File: src/rtl/ex_cond_stage_pkg.sv
// ex_cond_stage_pkg
//   Shared ARM definitions for the execute stage: condition-field encodings
//   and the NZCV bit positions inside the 4-bit flag vector {N,Z,C,V}.
//   The ALU and the branch unit use the same constants.
package ex_cond_stage_pkg;

    localparam logic [3:0] COND_EQ = 4'b0000;
    localparam logic [3:0] COND_NE = 4'b0001;
    localparam logic [3:0] COND_CS = 4'b0010;
    localparam logic [3:0] COND_CC = 4'b0011;
    localparam logic [3:0] COND_MI = 4'b0100;
    localparam logic [3:0] COND_PL = 4'b0101;
    localparam logic [3:0] COND_VS = 4'b0110;
    localparam logic [3:0] COND_VC = 4'b0111;
    localparam logic [3:0] COND_HI = 4'b1000;
    localparam logic [3:0] COND_LS = 4'b1001;
    localparam logic [3:0] COND_GE = 4'b1010;
    localparam logic [3:0] COND_LT = 4'b1011;
    localparam logic [3:0] COND_GT = 4'b1100;
    localparam logic [3:0] COND_LE = 4'b1101;
    localparam logic [3:0] COND_AL = 4'b1110;
    localparam logic [3:0] COND_NV = 4'b1111;

    localparam int FLAG_N = 3;
    localparam int FLAG_Z = 2;
    localparam int FLAG_C = 1;
    localparam int FLAG_V = 0;

endpackage

File: src/rtl/ex_cond_stage_cond_check.sv
// ex_cond_stage_cond_check
//   Combinational ARM condition evaluator.
//   Ports:
//     cond  in  4  instruction condition field [31:28]
//     nzcv  in  4  flags {N,Z,C,V}
//     pass  out 1  condition satisfied
module ex_cond_stage_cond_check
    import ex_cond_stage_pkg::*;
(
    input  logic [3:0] cond,
    input  logic [3:0] nzcv,
    output logic       pass
);

    logic n, z, c, v;

    assign n = nzcv[FLAG_N];
    assign z = nzcv[FLAG_Z];
    assign c = nzcv[FLAG_C];
    assign v = nzcv[FLAG_V];

    always_comb begin
        pass = 1'b0;
        case (cond)
            COND_EQ: pass = z;
            COND_NE: pass = ~z;
            COND_CS: pass = c;
            COND_CC: pass = ~c;
            COND_MI: pass = n;
            COND_PL: pass = ~n;
            COND_VS: pass = v;
            COND_VC: pass = ~v;
            COND_HI: pass = c & ~z;
            COND_LS: pass = ~c | z;
            COND_GE: pass = (n == v);
            COND_LT: pass = (n != v);
            COND_GT: pass = ~z & (n == v);
            COND_LE: pass = z | (n != v);
            COND_AL: pass = 1'b1;
            default: pass = 1'b0;   // NV never executes
        endcase
    end

endmodule

File: src/rtl/ex_cond_stage.sv
// ex_cond_stage
//   Execute-stage back end. Holds the architectural NZCV flags, evaluates the
//   condition field of the instruction in EX, commits ALU flags for executed
//   flag-setting instructions and registers the result into the EX/MEM latch.
//   Ports:
//     clk_i, reset_i (async, active high)
//     stall_i, flush_i          pipeline control (flush wins)
//     valid_i, cond_i, set_flags_i, alu_out_i, cpsr_update_i,
//     store_data_i, rd_i, reg_write_i, mem_read_i, mem_write_i   EX inputs
//     cpsr_o, cond_pass_o       current flags / combinational condition result
//     valid_o, alu_out_o, store_data_o, rd_o,
//     reg_write_o, mem_read_o, mem_write_o                      EX/MEM latch
//     annul_cnt_o               saturating count of condition-failed instructions
module ex_cond_stage
    import ex_cond_stage_pkg::*;
#(
    parameter int         CNT_W    = 16,
    parameter logic [3:0] RST_CPSR = 4'h0
) (
    input  logic             clk_i,
    input  logic             reset_i,
    input  logic             stall_i,
    input  logic             flush_i,
    input  logic             valid_i,
    input  logic [3:0]       cond_i,
    input  logic             set_flags_i,
    input  logic [31:0]      alu_out_i,
    input  logic [3:0]       cpsr_update_i,
    input  logic [31:0]      store_data_i,
    input  logic [3:0]       rd_i,
    input  logic             reg_write_i,
    input  logic             mem_read_i,
    input  logic             mem_write_i,
    output logic [3:0]       cpsr_o,
    output logic             cond_pass_o,
    output logic             valid_o,
    output logic [31:0]      alu_out_o,
    output logic [31:0]      store_data_o,
    output logic [3:0]       rd_o,
    output logic             reg_write_o,
    output logic             mem_read_o,
    output logic             mem_write_o,
    output logic [CNT_W-1:0] annul_cnt_o
);

    localparam logic [CNT_W-1:0] CNT_ONE = {{(CNT_W-1){1'b0}}, 1'b1};

    logic exec;
    logic annul;

    ex_cond_stage_cond_check u_cond_check (
        .cond (cond_i),
        .nzcv (cpsr_o),
        .pass (cond_pass_o)
    );

    assign exec  = valid_i & cond_pass_o;
    assign annul = valid_i & ~cond_pass_o;

    // CPSR and annul counter: frozen on flush as well as stall, so a killed
    // instruction can never leave architectural side effects.
    always_ff @(posedge clk_i or posedge reset_i) begin
        if (reset_i) begin
            cpsr_o      <= RST_CPSR;
            annul_cnt_o <= '0;
        end else if (!flush_i && !stall_i) begin
            if (exec && set_flags_i)
                cpsr_o <= cpsr_update_i;
            if (annul && (annul_cnt_o != '1))
                annul_cnt_o <= annul_cnt_o + CNT_ONE;
        end
    end

    // EX/MEM latch. Data fields are latched even for an annulled instruction;
    // only the control bits are gated by exec.
    always_ff @(posedge clk_i or posedge reset_i) begin
        if (reset_i) begin
            valid_o      <= 1'b0;
            alu_out_o    <= '0;
            store_data_o <= '0;
            rd_o         <= '0;
            reg_write_o  <= 1'b0;
            mem_read_o   <= 1'b0;
            mem_write_o  <= 1'b0;
        end else if (flush_i) begin
            valid_o      <= 1'b0;
            reg_write_o  <= 1'b0;
            mem_read_o   <= 1'b0;
            mem_write_o  <= 1'b0;
        end else if (!stall_i) begin
            valid_o      <= exec;
            alu_out_o    <= alu_out_i;
            store_data_o <= store_data_i;
            rd_o         <= rd_i;
            reg_write_o  <= reg_write_i & exec;
            mem_read_o   <= mem_read_i & exec;
            mem_write_o  <= mem_write_i & exec;
        end
    end

endmodule

File: config.mk
export PLATFORM = sky130hd
export DESIGN_NAME = ex_cond_stage
export DESIGN_NICKNAME = d
export VERILOG_FILES = /design/src/rtl/ex_cond_stage_pkg.sv /design/src/rtl/ex_cond_stage_cond_check.sv /design/src/rtl/ex_cond_stage.sv
export SDC_FILE = /design/constraint.sdc
export NUM_CORES = 1
export LEC_CHECK = 0
export ABC_AREA = 1
export ABC_CLOCK_PERIOD_IN_PS = 7700
export CORE_ASPECT_RATIO = 0.6
export CORE_MARGIN = 2
export CORE_UTILIZATION = 46
export CTS_CLUSTER_SIZE = 14
export DETAILED_ROUTE_END_ITERATION = 7
export PLACE_DENSITY = 0.85
export SLEW_MARGIN = 20
export SYNTH_ARGS = -nofsm -noshare
export SYNTH_HDL_FRONTEND = slang
export SYNTH_SLANG_ARGS = --single-unit
File: constraint.sdc
create_clock -name clk_i -period 7.7 [get_ports clk_i]
set_input_delay 1.54 -clock clk_i [delete_from_list [all_inputs] [get_ports clk_i]]
set_output_delay 1.54 -clock clk_i [all_outputs]
set_load 0.02 [all_outputs]
==> impl_metrics.env <==
export IMPL_grt_start_max_net_pins=70
export IMPL_most_frequent_standard_cell_in_the_layout_excluding_fill_and_tap_cells="nand2_1"
export IMPL_met1_length_um=5150
export IMPL_mostFrequentLayoutCells="294 x nand2_1, 177 x clkdlybuf4s50_1, 92 x dfrtp_1, 24 x nor2_1, 22 x nand4_1"
export IMPL_tritoncts="done"
export IMPL_syn_area_per_cell_sq_um=7.87
export IMPL_post_route_drc_count=0
export IMPL_cellInternalPower_w=0.00104
export IMPL_first_global_vias=4049
export IMPL_fin_crit_sh_pct=65.9
export IMPL_netlist_instances=542
export IMPL_timing_setup_tns_ns=0
export IMPL_synth_yosys_seq_area_share_pct=54.0
export IMPL_cts_sinks=92
export IMPL_async_flop_share_pct=100
export IMPL_cts_htree_levels=3
export IMPL_grt_setup_unrepaired="false"
export IMPL_port_buffers=177
export IMPL_run_status="completed"
export IMPL_critical_path_peak_fanout=10
export IMPL_core_area_sq_um=9090
export IMPL_switching_share_pct=31.0
export IMPL_detail_route_first_pass_iterations=5
export IMPL_timing_critical_path_cells="clkdlybuf4s50_1 -> nand2_1 -> nand2_1 -> nand3_1 -> nor2_1 -> inv_2 -> nand2_2 -> nor2_4 -> nand2_4 -> clkdlybuf4s50_1"
export IMPL_cellLeakagePower_nw=3.13
export IMPL_placedInstanceArea_sq_um=6110
export IMPL_met3RoutedLength_um=1110
export IMPL_fin_cells=834
export IMPL_row_count=27
export IMPL_ys_dominant_reg_cell="dfrtp_1"
export IMPL_gp_congestion=1.01
export IMPL_clk_insertion_delay_late_ns=0.33
export IMPL_drtAntennaViolNets=0
export IMPL_routed_via_count=4158
export IMPL_fin_skew_ns=0.00391
export IMPL_path_class="in -> out"
export IMPL_cpPeakStageDelay_ns=0.62
export IMPL_routedWlPerCell_um=14.5
export IMPL_floorplan_die_height_um=78.6
export IMPL_power_density_nw_per_um2=233
export IMPL_netlist_cell_type_count=25
export IMPL_first_iter_violations=230
export IMPL_combinationalPowerShare_pct=28.3
export IMPL_cell_area_after_synthesis_sq_um=4270
export IMPL_synth_ff_latch_count=92
export IMPL_half_perimeter_wire_length_of_the_detailed_placement_result_um=8660
export IMPL_sequentialPowerShare_pct=40.5
export IMPL_dieWidth_um=128
export IMPL_synth_edff_count=0
export IMPL_ys_top_cells_by_area="dfrtp_1 54%, nand2_1 26%, nand4_1 3.2%"
export IMPL_synthDominantAreaCellType="dfrtp_1"
export IMPL_die_area_sq_um=10100
export IMPL_initial_util_pct=47.0
export IMPL_timing_final_setup_violations=0
export IMPL_timing_max_transition_violations_final=0
export IMPL_worstPathRequired_ns=6.16
export IMPL_root_buffer="clkbuf_16"
export IMPL_gr_usage_all_layers_pct=25.3
export IMPL_globalRouteOverflowTotal=0
export IMPL_postCtsResizedCells=0
export IMPL_io_pins=178
export IMPL_power_ir_vdd_worst_mv=0.162
export IMPL_areaGrowthSynthToFinish_pct=50.8
export IMPL_timing_critical_path_to_type="output port"
export IMPL_period_needed_ns=5.07
export IMPL_cp_arrival_ns=3.53
export IMPL_nets=799
export IMPL_yosys_warnings=0
export IMPL_yosys_area_top_type_share_pct=54.0
export IMPL_synthesis_nets=628
export IMPL_timing_max_slew_rel_slack_pct=46.0
export IMPL_rrSetupSlack_ns=5.39
export IMPL_cts_inserted_buffers=9
export IMPL_antenna_violations_before_repair=0
export IMPL_hp_class="reg -> reg"
export IMPL_stdcell_area_sq_um=6430
export IMPL_critPathLaunchType="input port"
export IMPL_detail_route_vias_per_cell=4.99
export IMPL_n_antenna_cell=0
export IMPL_cpMaxStageDelayCell="clkdlybuf4s50_1"
export IMPL_tightest_slew_ns=0.811
export IMPL_finalWirelength_um=12100
export IMPL_final_hold_violation_count=0
export IMPL_layout_cells_sized_above_1_pct=6.41
export IMPL_clk_pin_slew_worst_paths_ns=0.06
export IMPL_met2RoutedLength_um=5650
export IMPL_cap_viol_max_count=0
export IMPL_power_clock_fraction_pct=31.2
export IMPL_top_layer_used="met4"
export IMPL_global_route_wire_length_before_repair_um=20000
export IMPL_cts_setup_buffers=0
export IMPL_fmax_ghz=0.197
export IMPL_numPlacedInstances=818
export IMPL_ctsLongestPathBuffers=2
export IMPL_hold_buffers=0
export IMPL_p_sw_w=0.000466
==> synth_stat cells (2+ instances only) <==
library cell  instances
xor2_1                8
o21ai_1               2
nand2_2               9
nand3_1              21
nor2_4                2
a21oi_1               2
dfrtp_1              92
buf_6                 2
nand4_1              22
clkbuf_1              7
xnor2_1               5
nor2_1               24
nor3_1                4
nor2_2                3
inv_1                18
buf_2                 5
nand2_1             295
buf_1                 6
inv_2                 9
==> metal layers <==
metal	track usage, %	vias up
met5	0	-
met4	5.93	0
met3	9.20	20
met2	40.5	179
met1	32.9	1935
li1	-	2024
==> logic make-up (layout without fill, tap and decap cells) <==
family / after synthesis / in the layout / synth area share, %
simple gates: 382 / 382 / 37.3
flops: 92 / 92 / 54.0
buf+inv: 47 / 223 / 4.63
xor+xnor: 13 / 13 / 2.67
compound gates: 7 / 7 / 1.17
fa+ha+maj: 1 / 1 / 0.293
==> worst paths after layout <==
| check | start | end | cells after the start |
|---|---|---|---|
| worst min-delay path | store_data_o[4] | store_data_o[4] | 2 |
| min in group asynchronous | reset_i | store_data_o[11] | 2 |
| max in group asynchronous | reset_i | mem_write_o | 3 |
| worst max-delay path | cond_i[2] | cond_pass_o | 10 |
| worst max register to register | annul_cnt_o[0] | annul_cnt_o[3] | 9 |
| worst min register to register | store_data_o[4] | store_data_o[4] | 2 |
==> sequential cells by signal (all words and copies together) (netlist names) <==
signal	cells
rd_o	4
store_data_o	32
alu_out_o	32
mem_write_o	1
reg_write_o	1
annul_cnt_o	16
valid_o	1
mem_read_o	1
cpsr_o	4
==> area by class of cell <==
cell class                 instances  area [sq um]
timing repair buffer             180          1790
sequential                        92          2300
tap                              116           145
fill                             671          2660
inverter                          27           103
clock inverter                     3          68.8
clock buffer                      13           250
multi-input combinational        403          1770
==> stage by stage <==
| stage | setup WS, ns | utilization [%] | hold WS, ns | total power, W |
|---|---|---|---|---|
| detailed placement | 2.65 | 67.3 | 0.464 | 0.00104 |
| floorplan | 3.77 | - | 0.591 | 0.000818 |
| global route | 2.47 | 70.8 | 0.500 | 0.00158 |
| finish | 2.63 | 70.8 | 0.476 | 0.00150 |
| CTS | 2.65 | 70.8 | 0.481 | 0.00152 |
| global placement | 2.71 | 67.3 | 0.461 | 0.00103 |
==> power groups by stage <==
stage                     logic, W  clock network, W  registers (W)
final                     0.000425          0.000468       0.000608
after global routing      0.000460          0.000505       0.000615
after CTS                 0.000428          0.000483       0.000606
after detailed placement  0.000426                 0       0.000613
after global placement    0.000416                 0       0.000610
after floorplan           0.000141                 0       0.000677
==> critical path, delay by kind of cell <==
| family | cells | cell delay (ns) |
|---|---|---|
| simple gates | 7 | 0.74 |
| buf+inv | 3 | 1.24 |
No activity file was read; power rests on OpenSTA's default activity.
